===== src/rtl/mem_except_ctrl.sv =====
// Memory-stage exception arbiter: combinational CP0 write bus, registered flush/redirect (N+1).
// Backpressure: redirect held until if_ready; new exceptions ignored while busy.
module mem_except_ctrl #(
  parameter logic [31:0] EXC_VECTOR = 32'hBFC00380,
  parameter bit          PRIO_INT   = 1'b1
) (
  input  logic        clk,
  input  logic        rst,
  input  logic        mem_valid,
  input  logic [31:0] mem_pc,
  input  logic        mem_delayslot,
  input  logic [31:0] mem_badaddr,
  input  logic [7:0]  mem_exc_flags,
  input  logic [95:0] cp0_bus,
  input  logic        if_ready,
  output logic [68:0] m_cp0_bus,
  output logic        flush,
  output logic        redirect_valid,
  output logic [31:0] redirect_pc,
  output logic        except_busy
);

  typedef enum logic [1:0] {
    IDLE     = 2'd0,
    REDIRECT = 2'd1,
    DRAIN    = 2'd2
  } state_t;

  localparam logic [3:0] CODE_NONE = 4'h0;
  localparam logic [3:0] CODE_INT  = 4'h1;
  localparam logic [3:0] CODE_ADEL = 4'h4;
  localparam logic [3:0] CODE_ADES = 4'h5;
  localparam logic [3:0] CODE_SYS  = 4'h8;
  localparam logic [3:0] CODE_BRK  = 4'h9;
  localparam logic [3:0] CODE_RI   = 4'ha;
  localparam logic [3:0] CODE_OV   = 4'hc;
  localparam logic [3:0] CODE_ERET = 4'he;

  state_t      state_q, state_d;
  logic        flush_q, flush_d;
  logic        redirect_valid_q, redirect_valid_d;
  logic [31:0] redirect_pc_q, redirect_pc_d;

  logic [31:0] status, cause, epc;
  logic        f_eret, f_adel_if, f_ri, f_ov, f_sys, f_brk, f_adel_d, f_ades_d;
  logic        int_pend;
  logic        take;
  logic        sel_eret;
  logic [3:0]  exc_code;
  logic [31:0] exc_badaddr;

  assign status = cp0_bus[95:64];
  assign cause  = cp0_bus[63:32];
  assign epc    = cp0_bus[31:0];

  assign {f_eret, f_adel_if, f_ri, f_ov, f_sys, f_brk, f_adel_d, f_ades_d} = mem_exc_flags;

  // IE set, EXL clear, and some unmasked interrupt line raised.
  assign int_pend = status[0] & ~status[1] & (|(status[15:8] & cause[15:8]));

  logic unused_cp0;
  assign unused_cp0 = ^{status[31:16], status[7:2], cause[31:16], cause[7:0]};

  always_comb begin
    exc_code    = CODE_NONE;
    exc_badaddr = 32'h0;
    sel_eret    = 1'b0;
    if (PRIO_INT && int_pend) begin
      exc_code = CODE_INT;
    end else if (f_adel_if) begin
      exc_code    = CODE_ADEL;
      exc_badaddr = mem_pc;
    end else if (f_ri) begin
      exc_code = CODE_RI;
    end else if (f_ov) begin
      exc_code = CODE_OV;
    end else if (f_sys) begin
      exc_code = CODE_SYS;
    end else if (f_brk) begin
      exc_code = CODE_BRK;
    end else if (f_adel_d) begin
      exc_code    = CODE_ADEL;
      exc_badaddr = mem_badaddr;
    end else if (f_ades_d) begin
      exc_code    = CODE_ADES;
      exc_badaddr = mem_badaddr;
    end else if (!PRIO_INT && int_pend) begin
      exc_code = CODE_INT;
    end else if (f_eret) begin
      exc_code = CODE_ERET;
      sel_eret = 1'b1;
    end
  end

  // Gating on rst keeps the CP0 write bus quiet while reset is held.
  assign take = rst & mem_valid & (state_q == IDLE) & (int_pend | (|mem_exc_flags));

  always_comb begin
    m_cp0_bus = 69'h0;
    if (take) begin
      m_cp0_bus = {exc_badaddr, mem_delayslot, mem_pc, exc_code};
    end
  end

  always_comb begin
    state_d          = state_q;
    flush_d          = 1'b0;
    redirect_valid_d = 1'b0;
    redirect_pc_d    = redirect_pc_q;
    case (state_q)
      IDLE: begin
        if (take) begin
          state_d          = REDIRECT;
          flush_d          = 1'b1;
          redirect_valid_d = 1'b1;
          redirect_pc_d    = sel_eret ? epc : EXC_VECTOR;
        end
      end
      REDIRECT: begin
        if (if_ready) begin
          state_d = DRAIN;
        end else begin
          flush_d          = 1'b1;
          redirect_valid_d = 1'b1;
        end
      end
      DRAIN: begin
        state_d = IDLE;
      end
      default: begin
        state_d = IDLE;
      end
    endcase
  end

  always_ff @(posedge clk or negedge rst) begin
    if (!rst) begin
      state_q          <= IDLE;
      flush_q          <= 1'b0;
      redirect_valid_q <= 1'b0;
      redirect_pc_q    <= 32'h0;
    end else begin
      state_q          <= state_d;
      flush_q          <= flush_d;
      redirect_valid_q <= redirect_valid_d;
      redirect_pc_q    <= redirect_pc_d;
    end
  end

  assign flush          = flush_q;
  assign redirect_valid = redirect_valid_q;
  assign redirect_pc    = redirect_pc_q;
  assign except_busy    = (state_q != IDLE);

  a_valid_in_redirect: assert property (@(posedge clk) disable iff (!rst)
    redirect_valid_q |-> (state_q == REDIRECT));
  a_flush_tracks_valid: assert property (@(posedge clk) disable iff (!rst)
    flush_q == redirect_valid_q);

endmodule


===== config.mk =====
export PLATFORM = sky130hd
export DESIGN_NAME = mem_except_ctrl
export DESIGN_NICKNAME = d
export VERILOG_FILES = /design/src/rtl/mem_except_ctrl.sv
export SDC_FILE = /design/constraint.sdc
export NUM_CORES = 1
export LEC_CHECK = 0
export BUFFER_PORTS_ARGS = -buffer_cell sky130_fd_sc_hd__buf_2
export CAP_MARGIN = 20
export CORE_AREA = 2 2 109 111
export DETAILED_ROUTE_END_ITERATION = 16
export DIE_AREA = 0 0 111 113
export PLACE_DENSITY = 0.53
export SYNTH_ARGS = -nofsm -noshare
export SYNTH_HDL_FRONTEND = slang
export SYNTH_SLANG_ARGS = --single-unit

===== constraint.sdc =====
create_clock -name clk -period 1.9 [get_ports clk]
set_clock_uncertainty 0.05 [all_clocks]
set_input_delay 0.285 -clock clk [delete_from_list [all_inputs] [get_ports clk]]
set_output_delay 0.285 -clock clk [all_outputs]
set_load 0.03 [all_outputs]

==> impl.org <==
** STA
- Fmax achieved :: 457 MHz
- The count of final max-slew check failures was 0.
- The routed design could run at a clock period as short as 2.19 ns.
- Measured against its own limit, the worst slew margin works out to 70.7%.
- Post-route fraction of the period consumed by the critical path :: 115%
- Worst Hold Slack :: 0.0607 ns
- Slew at the pin with the worst max-slew slack :: 0.439 ns
- In the post-route analysis, the smallest setup slack over all paths is -0.287 ns.
- Setup repair after global routing could not meet its margin everywhere.
- Setup violations remaining at the end of the flow were counted as 101.
- Final hold viol count :: 0

** CTS
- At the later pin of the worst-skew pair, clock insertion delay measures 0.27 ns.
- Number of clock buffers inserted by TritonCTS :: 5
- The tree built by TritonCTS fans out to 35 sinks.
- The root buffer cell chosen for the clock tree is sky130_fd_sc_hd__clkbuf_16.
- Clock Path Buffers :: 2
- H-Tree Depth :: 2
- TritonCTS built the clock tree.
- In this run, post-CTS hold repair placed 0 buffers.
- After clock tree synthesis, the clock-pin slew on the worst setup and hold paths is 0.06 ns.

** Power and ir drop
- Across the VDD grid, the largest voltage drop is 0.372 mV.
- Dividing total power by cell area gives a power density of 485 mW/mm^2.
- Combinational fraction of design power :: 41.9%
- Switching power share of the total :: 33.0%
- The design draws 2.66 mW.
- Static leakage power :: 2.51 nW
- Clock group share of total power :: 29.3%
- Psw :: 0.877 mW
- The internal portion of the total power is 1.78 mW.
- Sequential share of power :: 28.8%

** Route
- For this block, the routed nets add up to 11,700 um of wire.
- In the routed layout, each cell is associated on average with a via count of 4.78.
- Pre-Repair DR Iteration Count :: 4
- For this run, design rule violations remaining after detail routing come to 0.
- Detailed-route via count :: 3,301
- Average routed wire per standard cell :: 16.9 um
- Detailed router's first-iteration violation count :: 176
- Count of nets left with antenna violations after detail routing :: 0

** Global route
- Entering global routing, the biggest net connects 36 pins.
- For this run, the total global-route usage over all layers was measured as 17.7%.
- Number of antenna violations at the first check in global routing :: 3
- After global routing the overflow that remains totals 0.
- The first global-routing pass estimated 17,900 um of wire.
- Via count of the first global-routing pass :: 3,400

** Layout
- Compared with the post-synthesis result, the final layout area differs by 136%.
- For this run, the number of standard cells in the final layout without fillers is 691.
- Fill cells in the final layout number 1,049.
- Summed area of non-filler cells in the final layout :: 0.00549 mm^2
- In the final design database the tool counted 717 nets.
- For this run, the share of the core covered by cells in the final layout is 48.7%.
- Summing all multi-input logic gate instances after layout gives 0.00197 mm^2.
- In the final layout, the share of cells above drive strength 1 is 73.6%.
- In the final layout, flip-flops and latches occupy 876 um^2.

** Setup path
- Worst setup EP type :: output port
- Maximum fanout count along the critical path :: 9
- STA classifies the critical path startpoint as a primary input.
- At the worst endpoint, the arrival time is 1.85 ns.
- STA puts the critical path data required time at 1.56 ns.
- Type of the setup path with the least slack :: in2out

** Logic synthesis
- Post-Synthesis Mean Instance Area :: 8.51 um^2
- The synthesized netlist contains 37 unique library cells.
- Yosys printed 0 warnings.
- Total of flip-flops plus latches after synthesis :: 35
- Synthesized instance count :: 274
- Summing the sequential cell areas from Yosys gives 37.6% of the chip area.
- Synth Net Count :: 447
- The cell area that synthesis handed to floorplanning was 0.00233 mm^2.

** Floorplanning
- Width of the die :: 111 um
- The floorplan step defined a die boundary enclosing 0.0125 mm^2.
- Site row count :: 39
- The floorplan step set the die height to 113 um.
- Pin placement for this block handled 277 I/O pins.
- Area of the placeable core :: 0.0113 mm^2
- Initial Utilization :: 20.7%

** Placement
- The wire-length estimate of the detail-placed layout is 8510 um.
- In this run the cell area measured after placement is 0.00442 mm^2.
- Dpl cells :: 658
- During placement, the flow inserted port buffers numbering 230.
- Routability congestion estimate from global placement :: 0.874

** Outcome
- Failing checks :: negative setup slack
- Outcome :: finished, violations left

** Min path
- The worst hold path belongs to the class in2async.

** Run
- Max-cap violation count :: 0
-- metal layers --
layer / part of all wire, % / vias up / global-route usage (%) / wire (um)
li1: - / 1560 / - / -
met1: 37 / 1576 / 19.5 / 4300
met2: 54 / 155 / 33.5 / 6280
met3: 8.3 / 10 / 5.36 / 964
met4: 1.1 / 0 / 4.25 / 129
met5: 0 / - / 0 / 0
-- path summary, 6_finish.rpt --
path	from	end	slack (ns)	cells after the start
setup / recovery	cp0_bus[40]	m_cp0_bus[3]	-0.29	9
hold reg to reg	redirect_pc[0]	redirect_pc[0]	0.46	2
min in group clk	cp0_bus[11]	redirect_pc[11]	0.17	2
max in group asynchronous	rst	redirect_pc[13]	1.43	2
setup reg to reg	state_q[1]	redirect_pc[2]	-0.26	7
hold / removal	rst	redirect_pc[21]	0.06	2
-- power groups by stage --
| stage | Clock, mW | Combinational [mW] | Sequential, mW |
|---|---|---|---|
| 5_1_grt | 0.838 | 1.18 | 0.767 |
| 6_report | 0.779 | 1.12 | 0.767 |
| 4_1_cts | 0.812 | 1.07 | 0.766 |
| 3_5_place_dp | 0 | 0.839 | 0.779 |
| 3_3_place_gp | 0 | 0.831 | 0.778 |
| 2_1_floorplan | 0 | 0.467 | 0.790 |
-- cell usage after synthesis --
master	number	area [um^2]
sky130_fd_sc_hd__a211oi_1	1	7.51
sky130_fd_sc_hd__clkbuf_1	21	78.8
sky130_fd_sc_hd__a22o_1	4	35.0
sky130_fd_sc_hd__nor3b_1	1	7.51
sky130_fd_sc_hd__o32ai_1	6	52.6
sky130_fd_sc_hd__o21bai_1	1	7.51
sky130_fd_sc_hd__nand2b_1	1	6.26
sky130_fd_sc_hd__inv_1	2	7.51
sky130_fd_sc_hd__o21ai_0	1	5.00
sky130_fd_sc_hd__nor2_1	8	30.0
sky130_fd_sc_hd__o41a_4	1	21.3
sky130_fd_sc_hd__or3b_2	1	8.76
sky130_fd_sc_hd__nor4_2	1	12.5
sky130_fd_sc_hd__buf_8	1	15.0
sky130_fd_sc_hd__buf_4	1	7.51
sky130_fd_sc_hd__o41ai_4	1	27.5
sky130_fd_sc_hd__nand2_1	40	150
sky130_fd_sc_hd__nor4_1	4	25.0
sky130_fd_sc_hd__nand3_1	32	160
sky130_fd_sc_hd__a21o_1	1	7.51
sky130_fd_sc_hd__or2_2	1	6.26
sky130_fd_sc_hd__or4_4	2	22.5
sky130_fd_sc_hd__a32o_2	10	113
sky130_fd_sc_hd__and2_1	33	206
sky130_fd_sc_hd__a32o_1	6	60.1
sky130_fd_sc_hd__a32oi_1	4	35.0
sky130_fd_sc_hd__o311ai_1	2	17.5
sky130_fd_sc_hd__nor3_1	3	15.0
sky130_fd_sc_hd__o32a_1	6	60.1
sky130_fd_sc_hd__buf_6	1	11.3
sky130_fd_sc_hd__nor2b_1	2	12.5
sky130_fd_sc_hd__nor2_8	1	20.0
sky130_fd_sc_hd__buf_2	2	10.0
sky130_fd_sc_hd__a21oi_1	35	175
sky130_fd_sc_hd__nand4bb_1	1	11.3
sky130_fd_sc_hd__dfrtp_1	35	876
sky130_fd_sc_hd__a31oi_1	1	6.26
-- logic make-up after synthesis --
kind of cell | after synthesis | share of synthesized area, %
AO/OA/AOI/OAI | 80 | 27.1
flip-flops | 35 | 37.6
buffers and inverters | 28 | 5.58
AND/OR/NAND/NOR | 131 | 29.8
-- critical path, cell delays in order --
cell and delay (ns):
sky130_fd_sc_hd__buf_6 0.09, sky130_fd_sc_hd__a22o_4 0.26, sky130_fd_sc_hd__o41ai_4 0.33, sky130_fd_sc_hd__buf_4 0.18
sky130_fd_sc_hd__buf_6 0.11, sky130_fd_sc_hd__nand2_8 0.11, sky130_fd_sc_hd__buf_6 0.16, sky130_fd_sc_hd__a211oi_4 0.16
sky130_fd_sc_hd__buf_6 0.16
-- state kept, by name, indices dropped and copies added (netlist names) --
register,count
redirect_pc,32
redirect_valid,1
state_q,2
-- per-stage QoR --
step                      TNS, ns  setup WS, ns
after floorplan            -12.93        -0.227
after global placement     -20.72        -0.283
after detailed placement   -21.98        -0.299
after CTS                  -20.84        -0.281
after global routing       -30.34        -0.352
final                      -23.00        -0.287
-- what timing repair did --
item / 4_1_cts / 5_1_grt
endpoints found under the setup margin: 91 / 98
buffers inserted: 6 / 8
pin swaps: 20 / 11
gates resized for setup: 172 / 13
cloned: 6 / 3
-- cells in the final DEF, fill, tap and decap left out, types with 3 or more instances in the layout --
| cell type | netlist | routed |
|---|---|---|
| sky130_fd_sc_hd__nand2_1 | 40 | 38 |
| sky130_fd_sc_hd__nor4_1 | 4 | 3 |
| sky130_fd_sc_hd__o32a_1 | 6 | 6 |
| sky130_fd_sc_hd__a32o_1 | 6 | 6 |
| sky130_fd_sc_hd__o32ai_2 | 0 | 6 |
| sky130_fd_sc_hd__a32o_2 | 10 | 10 |
| sky130_fd_sc_hd__buf_6 | 1 | 82 |
| sky130_fd_sc_hd__dfrtp_1 | 35 | 35 |
| sky130_fd_sc_hd__buf_2 | 2 | 159 |
| sky130_fd_sc_hd__and2_4 | 0 | 33 |
| sky130_fd_sc_hd__buf_16 | 0 | 5 |
| sky130_fd_sc_hd__clkbuf_16 | 0 | 8 |
| sky130_fd_sc_hd__buf_4 | 1 | 32 |
| sky130_fd_sc_hd__buf_12 | 0 | 6 |
| sky130_fd_sc_hd__nand3_1 | 32 | 32 |
| sky130_fd_sc_hd__a32oi_1 | 4 | 3 |
| sky130_fd_sc_hd__nor2_2 | 0 | 3 |
| sky130_fd_sc_hd__nor2_1 | 8 | 5 |
| sky130_fd_sc_hd__a21oi_4 | 0 | 33 |
| sky130_fd_sc_hd__diode_2 | 0 | 3 |
-- final cells by class --
class                   count  share of cell area [%]
clock inverters             2                   0.228
flip-flops and latches     35                    15.9
clock buffers               6                    2.35
well taps                 143                    3.26
inverters                   2                   0.137
multi-input cells         212                    35.9
repair buffers            288                    42.0
diodes                      3                   0.137
(Power assumes the default switching activity.)
